<file path="src/rtl/clock_pkg.sv">
// Shared types, constants and arithmetic helpers for the time-entry front end.
package clock_pkg;

   localparam int SEC_W = 17;
   localparam int HH_W  = 5;
   localparam int MS_W  = 6;

   localparam logic [SEC_W-1:0] SECONDS_PER_DAY  = 17'd86400;
   localparam logic [SEC_W-1:0] SECONDS_PER_HOUR = 17'd3600;
   localparam logic [SEC_W-1:0] SECONDS_PER_MIN  = 17'd60;

   typedef enum logic [2:0] {
      ST_IDLE   = 3'd0,
      ST_SET_HH = 3'd1,
      ST_SET_MM = 3'd2,
      ST_SET_SS = 3'd3,
      ST_COMMIT = 3'd4
   } state_e;

   localparam logic [1:0] FIELD_NONE = 2'd0;
   localparam logic [1:0] FIELD_HH   = 2'd1;
   localparam logic [1:0] FIELD_MM   = 2'd2;
   localparam logic [1:0] FIELD_SS   = 2'd3;

   // One wrap-around step of an edit field; simultaneous up and down cancel.
   function automatic logic [MS_W-1:0] step_field(input logic [MS_W-1:0] v,
                                                   input logic [MS_W-1:0] max_v,
                                                   input logic up,
                                                   input logic dn);
      logic [MS_W-1:0] r;
      r = v;
      if (up && !dn) begin
         r = (v == max_v) ? '0 : v + 6'd1;
      end else if (dn && !up) begin
         r = (v == '0) ? max_v : v - 6'd1;
      end
      return r;
   endfunction

   // HH:MM:SS to seconds-of-day; at most 86399, so 17 bits never overflow.
   function automatic logic [SEC_W-1:0] to_seconds(input logic [HH_W-1:0] hh,
                                                    input logic [MS_W-1:0] mm,
                                                    input logic [MS_W-1:0] ss);
      return SEC_W'(hh) * SECONDS_PER_HOUR + SEC_W'(mm) * SECONDS_PER_MIN + SEC_W'(ss);
   endfunction

endpackage

</file>
<file path="src/rtl/button_conditioner.sv">
// Raw pushbutton to one-cycle press pulses: 2-FF sync, debounce, rising-edge
// detect and, when REPEAT_EN is set, hold-then-repeat pulses while held.
module button_conditioner #(
   parameter longint DEBOUNCE_CYC = 4,
   parameter longint HOLD_CYC     = 10,
   parameter longint REPEAT_CYC   = 5,
   parameter bit     REPEAT_EN    = 1'b0
) (
   input  logic clk_i,
   input  logic rst_ni,
   input  logic btn_i,
   output logic press_o
);

   localparam longint RP_MAX = (HOLD_CYC > REPEAT_CYC) ? HOLD_CYC : REPEAT_CYC;
   localparam int     DB_W   = (DEBOUNCE_CYC > 1) ? $clog2(DEBOUNCE_CYC) : 1;
   localparam int     RP_W   = (RP_MAX > 1) ? $clog2(RP_MAX) : 1;

   localparam logic [DB_W-1:0] DB_LOAD   = DB_W'(DEBOUNCE_CYC - 1);
   localparam logic [RP_W-1:0] HOLD_LOAD = RP_W'(HOLD_CYC - 1);
   localparam logic [RP_W-1:0] REP_LOAD  = RP_W'(REPEAT_CYC - 1);

   logic            sync1_q, sync2_q;
   logic            level_q, level_d;
   logic            press_q, press_d;
   logic [DB_W-1:0] db_cnt_q, db_cnt_d;
   logic [RP_W-1:0] rp_cnt_q, rp_cnt_d;

   // Debounce down-counter restarts on any cycle where the input agrees with
   // the accepted level; repeat counter runs only while the level stays high.
   always_comb begin
      level_d  = level_q;
      db_cnt_d = DB_LOAD;
      rp_cnt_d = rp_cnt_q;
      press_d  = 1'b0;
      if (sync2_q != level_q) begin
         if (db_cnt_q == '0) begin
            level_d = sync2_q;
         end else begin
            db_cnt_d = db_cnt_q - 1'b1;
         end
      end
      if (level_d && !level_q) begin
         press_d  = 1'b1;
         rp_cnt_d = HOLD_LOAD;
      end else if (level_d && level_q) begin
         if (rp_cnt_q == '0) begin
            press_d  = REPEAT_EN;
            rp_cnt_d = REP_LOAD;
         end else begin
            rp_cnt_d = rp_cnt_q - 1'b1;
         end
      end
   end

   // Synchroniser, accepted level, counters and the registered pulse.
   always_ff @(posedge clk_i or negedge rst_ni) begin
      if (!rst_ni) begin
         sync1_q  <= 1'b0;
         sync2_q  <= 1'b0;
         level_q  <= 1'b0;
         press_q  <= 1'b0;
         db_cnt_q <= '0;
         rp_cnt_q <= '0;
      end else begin
         sync1_q  <= btn_i;
         sync2_q  <= sync1_q;
         level_q  <= level_d;
         press_q  <= press_d;
         db_cnt_q <= db_cnt_d;
         rp_cnt_q <= rp_cnt_d;
      end
   end

   assign press_o = press_q;

endmodule

</file>
<file path="src/rtl/clock_time_setter.sv">
// Time-entry front end: edit HH, MM, SS in turn and hand the result to the
// clock core as a seconds-of-day load over valid/ready.
//
//   state     | meaning
//   ----------+------------------------------------------------------
//   ST_IDLE   | not editing; mode press snapshots cur_seconds
//   ST_SET_HH | editing hours, inc/dec wrap 0..23
//   ST_SET_MM | editing minutes, inc/dec wrap 0..59
//   ST_SET_SS | editing seconds; mode press latches load_seconds
//   ST_COMMIT | load_valid high until the core takes it; buttons ignored
module clock_time_setter
   import clock_pkg::*;
#(
   parameter int CLK_HZ      = 50_000_000,
   parameter int DEBOUNCE_MS = 20,
   parameter int HOLD_MS     = 500,
   parameter int REPEAT_MS   = 100,
   parameter int TIMEOUT_S   = 30
) (
   input  logic             clk,
   input  logic             reset,
   input  logic             btn_mode,
   input  logic             btn_inc,
   input  logic             btn_dec,
   input  logic [SEC_W-1:0] cur_seconds,
   input  logic             load_ready,
   output logic             load_valid,
   output logic [SEC_W-1:0] load_seconds,
   output logic             edit_active,
   output logic [1:0]       edit_field,
   output logic [HH_W-1:0]  edit_hh,
   output logic [MS_W-1:0]  edit_mm,
   output logic [MS_W-1:0]  edit_ss
);

   // 64-bit products: HOLD_MS * CLK_HZ overflows 32 bits at 50 MHz.
   localparam longint DB_RAW  = (longint'(DEBOUNCE_MS) * longint'(CLK_HZ)) / 1000;
   localparam longint HD_RAW  = (longint'(HOLD_MS) * longint'(CLK_HZ)) / 1000;
   localparam longint RP_RAW  = (longint'(REPEAT_MS) * longint'(CLK_HZ)) / 1000;
   localparam longint TMO_RAW = longint'(TIMEOUT_S) * longint'(CLK_HZ);
   localparam longint DB_CYC  = (DB_RAW < 1) ? 1 : DB_RAW;
   localparam longint HD_CYC  = (HD_RAW < 1) ? 1 : HD_RAW;
   localparam longint RP_CYC  = (RP_RAW < 1) ? 1 : RP_RAW;
   localparam longint TMO_CYC = (TMO_RAW < 1) ? 1 : TMO_RAW;
   localparam int     TMO_W   = (TMO_CYC > 1) ? $clog2(TMO_CYC) : 1;
   localparam logic [TMO_W-1:0] TMO_LOAD = TMO_W'(TMO_CYC - 1);

   logic mode_p, inc_p, dec_p;

   button_conditioner #(.DEBOUNCE_CYC(DB_CYC), .HOLD_CYC(HD_CYC), .REPEAT_CYC(RP_CYC),
                        .REPEAT_EN(1'b0))
      u_btn_mode (.clk_i(clk), .rst_ni(reset), .btn_i(btn_mode), .press_o(mode_p));
   button_conditioner #(.DEBOUNCE_CYC(DB_CYC), .HOLD_CYC(HD_CYC), .REPEAT_CYC(RP_CYC),
                        .REPEAT_EN(1'b1))
      u_btn_inc (.clk_i(clk), .rst_ni(reset), .btn_i(btn_inc), .press_o(inc_p));
   button_conditioner #(.DEBOUNCE_CYC(DB_CYC), .HOLD_CYC(HD_CYC), .REPEAT_CYC(RP_CYC),
                        .REPEAT_EN(1'b1))
      u_btn_dec (.clk_i(clk), .rst_ni(reset), .btn_i(btn_dec), .press_o(dec_p));

   state_e           state_q, state_d;
   logic [HH_W-1:0]  hh_q, hh_d;
   logic [MS_W-1:0]  mm_q, mm_d, ss_q, ss_d;
   logic [SEC_W-1:0] load_q, load_d;
   logic             valid_q, valid_d;
   logic             active_q, active_d;
   logic [1:0]       field_q, field_d;
   logic [TMO_W-1:0] tmo_q, tmo_d;

   logic [SEC_W-1:0] cs_clamped;
   logic [HH_W-1:0]  snap_hh;
   logic [MS_W-1:0]  snap_mm, snap_ss;
   logic             in_set, any_press;

   // Out-of-range core time is treated as midnight.
   assign cs_clamped = (cur_seconds >= SECONDS_PER_DAY) ? '0 : cur_seconds;
   assign snap_hh    = HH_W'(cs_clamped / SECONDS_PER_HOUR);
   assign snap_mm    = MS_W'((cs_clamped / SECONDS_PER_MIN) % SECONDS_PER_MIN);
   assign snap_ss    = MS_W'(cs_clamped % SECONDS_PER_MIN);
   assign any_press  = mode_p | inc_p | dec_p;
   assign in_set     = (state_q == ST_SET_HH) || (state_q == ST_SET_MM) ||
                       (state_q == ST_SET_SS);

   // Next state, field edits, idle timeout and registered output decode.
   always_comb begin
      state_d = state_q;
      hh_d    = hh_q;
      mm_d    = mm_q;
      ss_d    = ss_q;
      load_d  = load_q;
      tmo_d   = tmo_q;
      case (state_q)
         ST_IDLE: begin
            if (mode_p) begin
               hh_d    = snap_hh;
               mm_d    = snap_mm;
               ss_d    = snap_ss;
               tmo_d   = TMO_LOAD;
               state_d = ST_SET_HH;
            end
         end
         ST_SET_HH: begin
            hh_d = HH_W'(step_field(MS_W'(hh_q), 6'd23, inc_p, dec_p));
            if (mode_p) state_d = ST_SET_MM;
         end
         ST_SET_MM: begin
            mm_d = step_field(mm_q, 6'd59, inc_p, dec_p);
            if (mode_p) state_d = ST_SET_SS;
         end
         ST_SET_SS: begin
            ss_d = step_field(ss_q, 6'd59, inc_p, dec_p);
            if (mode_p) begin
               load_d  = to_seconds(hh_q, mm_q, ss_d);
               state_d = ST_COMMIT;
            end
         end
         ST_COMMIT: begin
            if (load_ready) state_d = ST_IDLE;
         end
         default: state_d = ST_IDLE;
      endcase
      if (in_set) begin
         if (any_press) begin
            tmo_d = TMO_LOAD;
         end else if (tmo_q == '0) begin
            state_d = ST_IDLE;
         end else begin
            tmo_d = tmo_q - 1'b1;
         end
      end
      valid_d  = (state_d == ST_COMMIT);
      active_d = (state_d != ST_IDLE);
      case (state_d)
         ST_SET_HH: field_d = FIELD_HH;
         ST_SET_MM: field_d = FIELD_MM;
         ST_SET_SS: field_d = FIELD_SS;
         default:   field_d = FIELD_NONE;
      endcase
   end

   // State and output registers; reset abandons any edit or pending load.
   always_ff @(posedge clk or negedge reset) begin
      if (!reset) begin
         state_q  <= ST_IDLE;
         hh_q     <= '0;
         mm_q     <= '0;
         ss_q     <= '0;
         load_q   <= '0;
         valid_q  <= 1'b0;
         active_q <= 1'b0;
         field_q  <= FIELD_NONE;
         tmo_q    <= '0;
      end else begin
         state_q  <= state_d;
         hh_q     <= hh_d;
         mm_q     <= mm_d;
         ss_q     <= ss_d;
         load_q   <= load_d;
         valid_q  <= valid_d;
         active_q <= active_d;
         field_q  <= field_d;
         tmo_q    <= tmo_d;
      end
   end

   assign load_valid   = valid_q;
   assign load_seconds = load_q;
   assign edit_active  = active_q;
   assign edit_field   = field_q;
   assign edit_hh      = hh_q;
   assign edit_mm      = mm_q;
   assign edit_ss      = ss_q;

endmodule

</file>
<file path="config.mk">
export PLATFORM = sky130hd
export DESIGN_NAME = clock_time_setter
export DESIGN_NICKNAME = d
export VERILOG_FILES = /design/src/rtl/clock_pkg.sv /design/src/rtl/button_conditioner.sv /design/src/rtl/clock_time_setter.sv
export SDC_FILE = /design/constraint.sdc
export NUM_CORES = 1
export LEC_CHECK = 0
export CORE_MARGIN = 3
export CORE_UTILIZATION = 50
export CTS_BUF_LIST = sky130_fd_sc_hd__clkbuf_4 sky130_fd_sc_hd__clkbuf_8
export CTS_CLUSTER_SIZE = 14
export DETAILED_ROUTE_END_ITERATION = 12
export GPL_TIMING_DRIVEN = 1
export HOLD_SLACK_MARGIN = 0.12
export PLACE_DENSITY_LB_ADDON = 0.25
export SLEW_MARGIN = 20
export SYNTH_ARGS = -nofsm -noshare
export SYNTH_HDL_FRONTEND = slang
export SYNTH_SLANG_ARGS = --single-unit
export TNS_END_PERCENT = 1
</file>
<file path="constraint.sdc">
create_clock -name clk -period 5 [get_ports clk]
set_input_delay 1 -clock clk [delete_from_list [all_inputs] [get_ports clk]]
set_output_delay 1 -clock clk [all_outputs]
set_load 0.1 [all_outputs]
</file>
==> out/metrics.sh <==
MET1WIRELENGTH_MM=16.9
SYN_AVG_CELL_AREA_UM2=8.57
MIN-DELAY-START='u_btn_dec.sync1_q'
DETAIL_ROUTE.FIRST_PASS.ITERATIONS=5
SYNTH_AREA_LEADERS='dfrtp_1 34%, ha_1 6.9%, xnor2_1 6.2%'
VIOLATED_CHECKS='setup timing'
REPORT.FINAL.SLEW_VIOL_COUNT=0
FIN_TNS_SETUP_NS=-4.10
PERIOD_MINUS_WS_FINAL_NS=5.51
ACHIEVABLE-FREQUENCY_MHz=182
CRITICAL_PATH_CELL_BY_CELL='buf_4, buf_6, a2111oi_4, nand3_1, a221oi_4, buf_6, buf_6, o2bb2ai_4, a211o_1, buf_6, a22oi_4, nor2_1, o21a_2, mux2i_2, buf_4, o211a_1, o21a_1, or4_4, a21oi_4, a32oi_2, a311oi_2, xor2_1, o221ai_1'
CLOCK-ROOT-BUFFER='clkbuf_8'
CORE_AREA_UM2=27400
POST-LAYOUT-TOTAL-POWER_mW=4.29
DIE_WIDTH_UM=174
YOSYS.AREA.TOP_TYPE='dfrtp_1'
SYNTH_SEQ_CELLS=194
AVGROUTEDWIREPERCELL_UM=16.0
CPMAXSTAGEDELAYCELL='or4_4'
PLACE.DETAILED.HPWL_MM=26.8
NETLIST-CELL-TYPE-COUNT=99
ANTENNADIODECOUNT=0
TIMING.CRITICAL_PATH.SLOWEST_CELL_DELAY_NS=0.56
NETS=2030
GRT_SETUP_UNREPAIRED='yes'
VIA_PER_INST=5.77
TOTALWIRELENGTH_MM=36.7
OUTCOME='complete, but fails checks'
GRT_MAX_DEGREE=109
SYNTH.TOP_CELL.AREA_SHARE_PCT=34.3
YOSYSWARNINGS=0
CTS-BUFFERS-INSERTED=17
END_KIND='register'
SYNTHARSTFLOPSHARE_PCT=100
REMAINING_DRC_ERRORS=0
VIAS=13271
POSTLAYOUTSETUPSLACKWORST_NS=-0.507
CRITICALPATHCATEGORY='primary input to register'
PORT_BUFFERS=60
CRIT_PATH_MAX_FANOUT=6
ROUTE.MET2.WL_MM=17.4
GRT_ANTENNA_BEFORE_REPAIR=2
CRITICAL_PATH.STARTPOINT='cur_seconds[11]'
POSTSYNTHCELLCOUNT=1649
N_FILL_CELL=2248
TIMING.CRITICAL_PATH.REQUIRED_NS=5.33
CP_COMMON_CELL='buf_6'
GRT.OVERFLOW.TOTAL=0
YS_SEQ_AREA_SHARE_PCT=34.3
GLOBAL_ROUTE.USAGE.TOTAL_PCT=24.2
MOST_NUMEROUS_CELL_TYPES_IN_THE_SYNTHESIZED_NETLIST='198 x nand2_1, 194 x dfrtp_1, 155 x nor2_1, 119 x o21ai_0, 100 x xnor2_1'
CLOCK-SINKS=194
TIMING_WORST_SLEW_PIN_VALUE_NS=1.10
CTS_MAX_PATH_BUFFERS=2
LAYOUT.AREA.SEQ_UM2=4850
GRT_PASS1_WL_MM=62.4
DR_WL_MET3_MM=1.60
COMBINED_AREA_OF_THE_MULTI_INPUT_LOGIC_CELLS_UM2=9300
POSTROUTEANTENNANETS=0
CLK-INSERTION-DELAY-LATE_NS=0.49
SETUP.WORST_PATH.START_CLASS='primary input'
SYNTH.NET_COUNT=1765
ROWS=60
AREA_ENCLOSED_BY_THE_DIE_BOUNDARY_UM2=30300
SYNTH_MOST_COMMON_CELL='nand2_1'
CLOCK_SKEW_NS=0.0208
FP.DIEH_UM=174
FINAL-SETUP-VIOL-COUNT=11
HOLD_VIOL=0
MAXCAPVIOLATIONS=0
SHARE_OF_FINAL_LAYOUT_STANDARD_CELLS_STRONGER_THAN_DRIVE_STRENGTH_1_PCT=20.4
CTS_TREE='yes'
CTS.CLK_SLEW.WORST_PATHS_NS=0.13
MAX-VDD-IR-DROP_V=0.000149
SYNTH_EDF_COUNT=0
MOST_COMMON_FLOP_CELL_MAPPED_BY_YOSYS='dfrtp_1'
HOLD_PATH.CLASS='register to register'
PLACE.GP.CONGESTION=0.934
SYN_TO_FINAL_GROWTH_PCT=25.9
POWER-PER-CELL-AREA_nW_PER_UM2=241
DR.MAX_LAYER_USED='met5'
GRT_PASS1_VIAS=13217
TIMING.SLEW.HEADROOM_PCT=26.3
TOP_LEVEL_PORTS=61
POST_SYNTHESIS_CELL_AREA_UM2=14100
RR_STARTPOINT='edit_mm[0]'
MIN_PERIOD_OVER_PERIOD_PCT=110
CTS_MAX_LEVEL=4
START_UTIL_PCT=51.6
WORST_EP_ARRIVAL_TIME_NS=5.84
POWER.LEAKAGE_nW=8.02
DRT_ITER0_MARKERS=928
==> timing repair <==
item	4_1_cts	5_1_grt
cloned	1	0
hold buffers	0	0
endpoints found under the setup margin	12	15
gates resized for setup	117	13
setup buffers	26	0
pin swaps	51	3
==> cells by family (layout without fill, tap and decap cells) <==
kind of cell             count (synthesis)  in the layout  share of synthesized area, %
buffers and inverters                  121            399                          3.39
adder cells (fa/ha/maj)                 96             96                          9.24
flip-flops                             194            194                          34.3
XOR/XNOR                               132            132                          8.37
multiplexers                            22             22                          1.66
AND/OR/NAND/NOR                        677            677                          23.3
AO/OA/AOI/OAI                          407            407                          19.7
==> routing by layer <==
layer | up-vias | global-route usage [%]
met5 | - | 0
met4 | 4 | 7.27
met3 | 77 | 3.98
met2 | 314 | 40.8
met1 | 6399 | 32.2
li1 | 6477 | -
==> final cells by class <==
cell class | instances | area share [%]
inverter | 67 | 1.41
sequential | 194 | 27.3
clock inverter | 15 | 1.16
timing repair buffer | 300 | 13.9
clock buffer | 17 | 1.32
tap | 372 | 2.62
multi-input combinational | 1334 | 52.3
==> through the flow <==
stage                     util [%]  hold slack, ns  cells  worst slack [ns]  instance area [um^2]
after floorplan                  -           0.331   1649            -0.832                 14300
after global placement        61.3           0.335   2244             -1.26                 16800
after detailed placement      61.3           0.335   2244             -1.45                 16800
after CTS                     64.7           0.364   2299            -0.438                 17700
after global routing          64.9           0.386   2299            -0.773                 17800
final                         64.9           0.363   2299            -0.507                 17800
==> final timing paths <==
| path | endpoint | slack [ns] | cells after the start |
|---|---|---|---|
| hold / removal | u_btn_dec.sync2_q | 0.36 | 0 |
| setup / recovery | edit_ss[4] | -0.51 | 23 |
| setup reg to reg | load_seconds[15] | 0.26 | 19 |
| hold reg to reg | u_btn_dec.sync2_q | 0.36 | 0 |
| min in group asynchronous | load_seconds[15] | 0.63 | 1 |
| max in group asynchronous | u_btn_inc.rp_cnt_q[9] | 3.40 | 2 |
==> worst max-delay path, delay by kind of cell <==
kind / cells / cell delay, ns
AO/OA/AOI/OAI: 12 / 2.86
XOR/XNOR: 1 / 0.18
buffers and inverters: 6 / 0.85
multiplexers: 1 / 0.16
AND/OR/NAND/NOR: 3 / 0.80
==> state kept, by name, summed over array words and instances, names as in the netlist, 2 cells and up <==
name / flops
edit_field: 2
edit_hh: 5
edit_mm: 6
edit_ss: 6
load_seconds: 17
state_q: 3
tmo_q: 31
u_btn_dec.db_cnt_q: 20
u_btn_dec.rp_cnt_q: 25
u_btn_inc.db_cnt_q: 20
u_btn_inc.rp_cnt_q: 25
u_btn_mode.db_cnt_q: 20
==> cell usage in the layout (no fill, tap or decap), types with 7 or more instances in the layout <==
cell type,netlist,final
a211oi_1,13,10
a21o_1,21,21
a21oi_1,82,74
a21oi_2,1,7
a31oi_1,10,9
and2_1,19,17
and3_1,16,15
buf_2,11,8
buf_4,1,220
buf_6,1,16
clkbuf_8,0,18
clkdlybuf4s50_1,0,49
dfrtp_1,194,194
fa_1,15,15
ha_1,78,77
inv_1,66,66
mux2_2,9,8
mux2i_1,12,11
nand2_1,198,197
nand2b_1,12,12
nand3_1,74,72
nand4_1,11,11
nor2_1,155,147
nor2b_1,11,10
nor3_1,73,69
nor3b_1,8,7
nor4_1,27,25
o211ai_1,15,15
o21a_1,11,11
o21ai_0,119,113
o21ai_1,3,8
o21bai_1,8,8
o31a_1,9,9
o31ai_1,14,12
o41ai_1,9,8
or2_2,11,11
or3_1,28,27
or4_1,10,10
xnor2_1,100,98
xor2_1,30,29
==> report_power, final <==
| group | internal, mW | switching (mW) | total (mW) |
|---|---|---|---|
| clock | 0.436 | 0.702 | 1.14 |
| combinational | 0.742 | 0.809 | 1.55 |
| sequential | 1.58 | 0.0178 | 1.60 |
No activity file was read; power rests on OpenSTA's default activity.
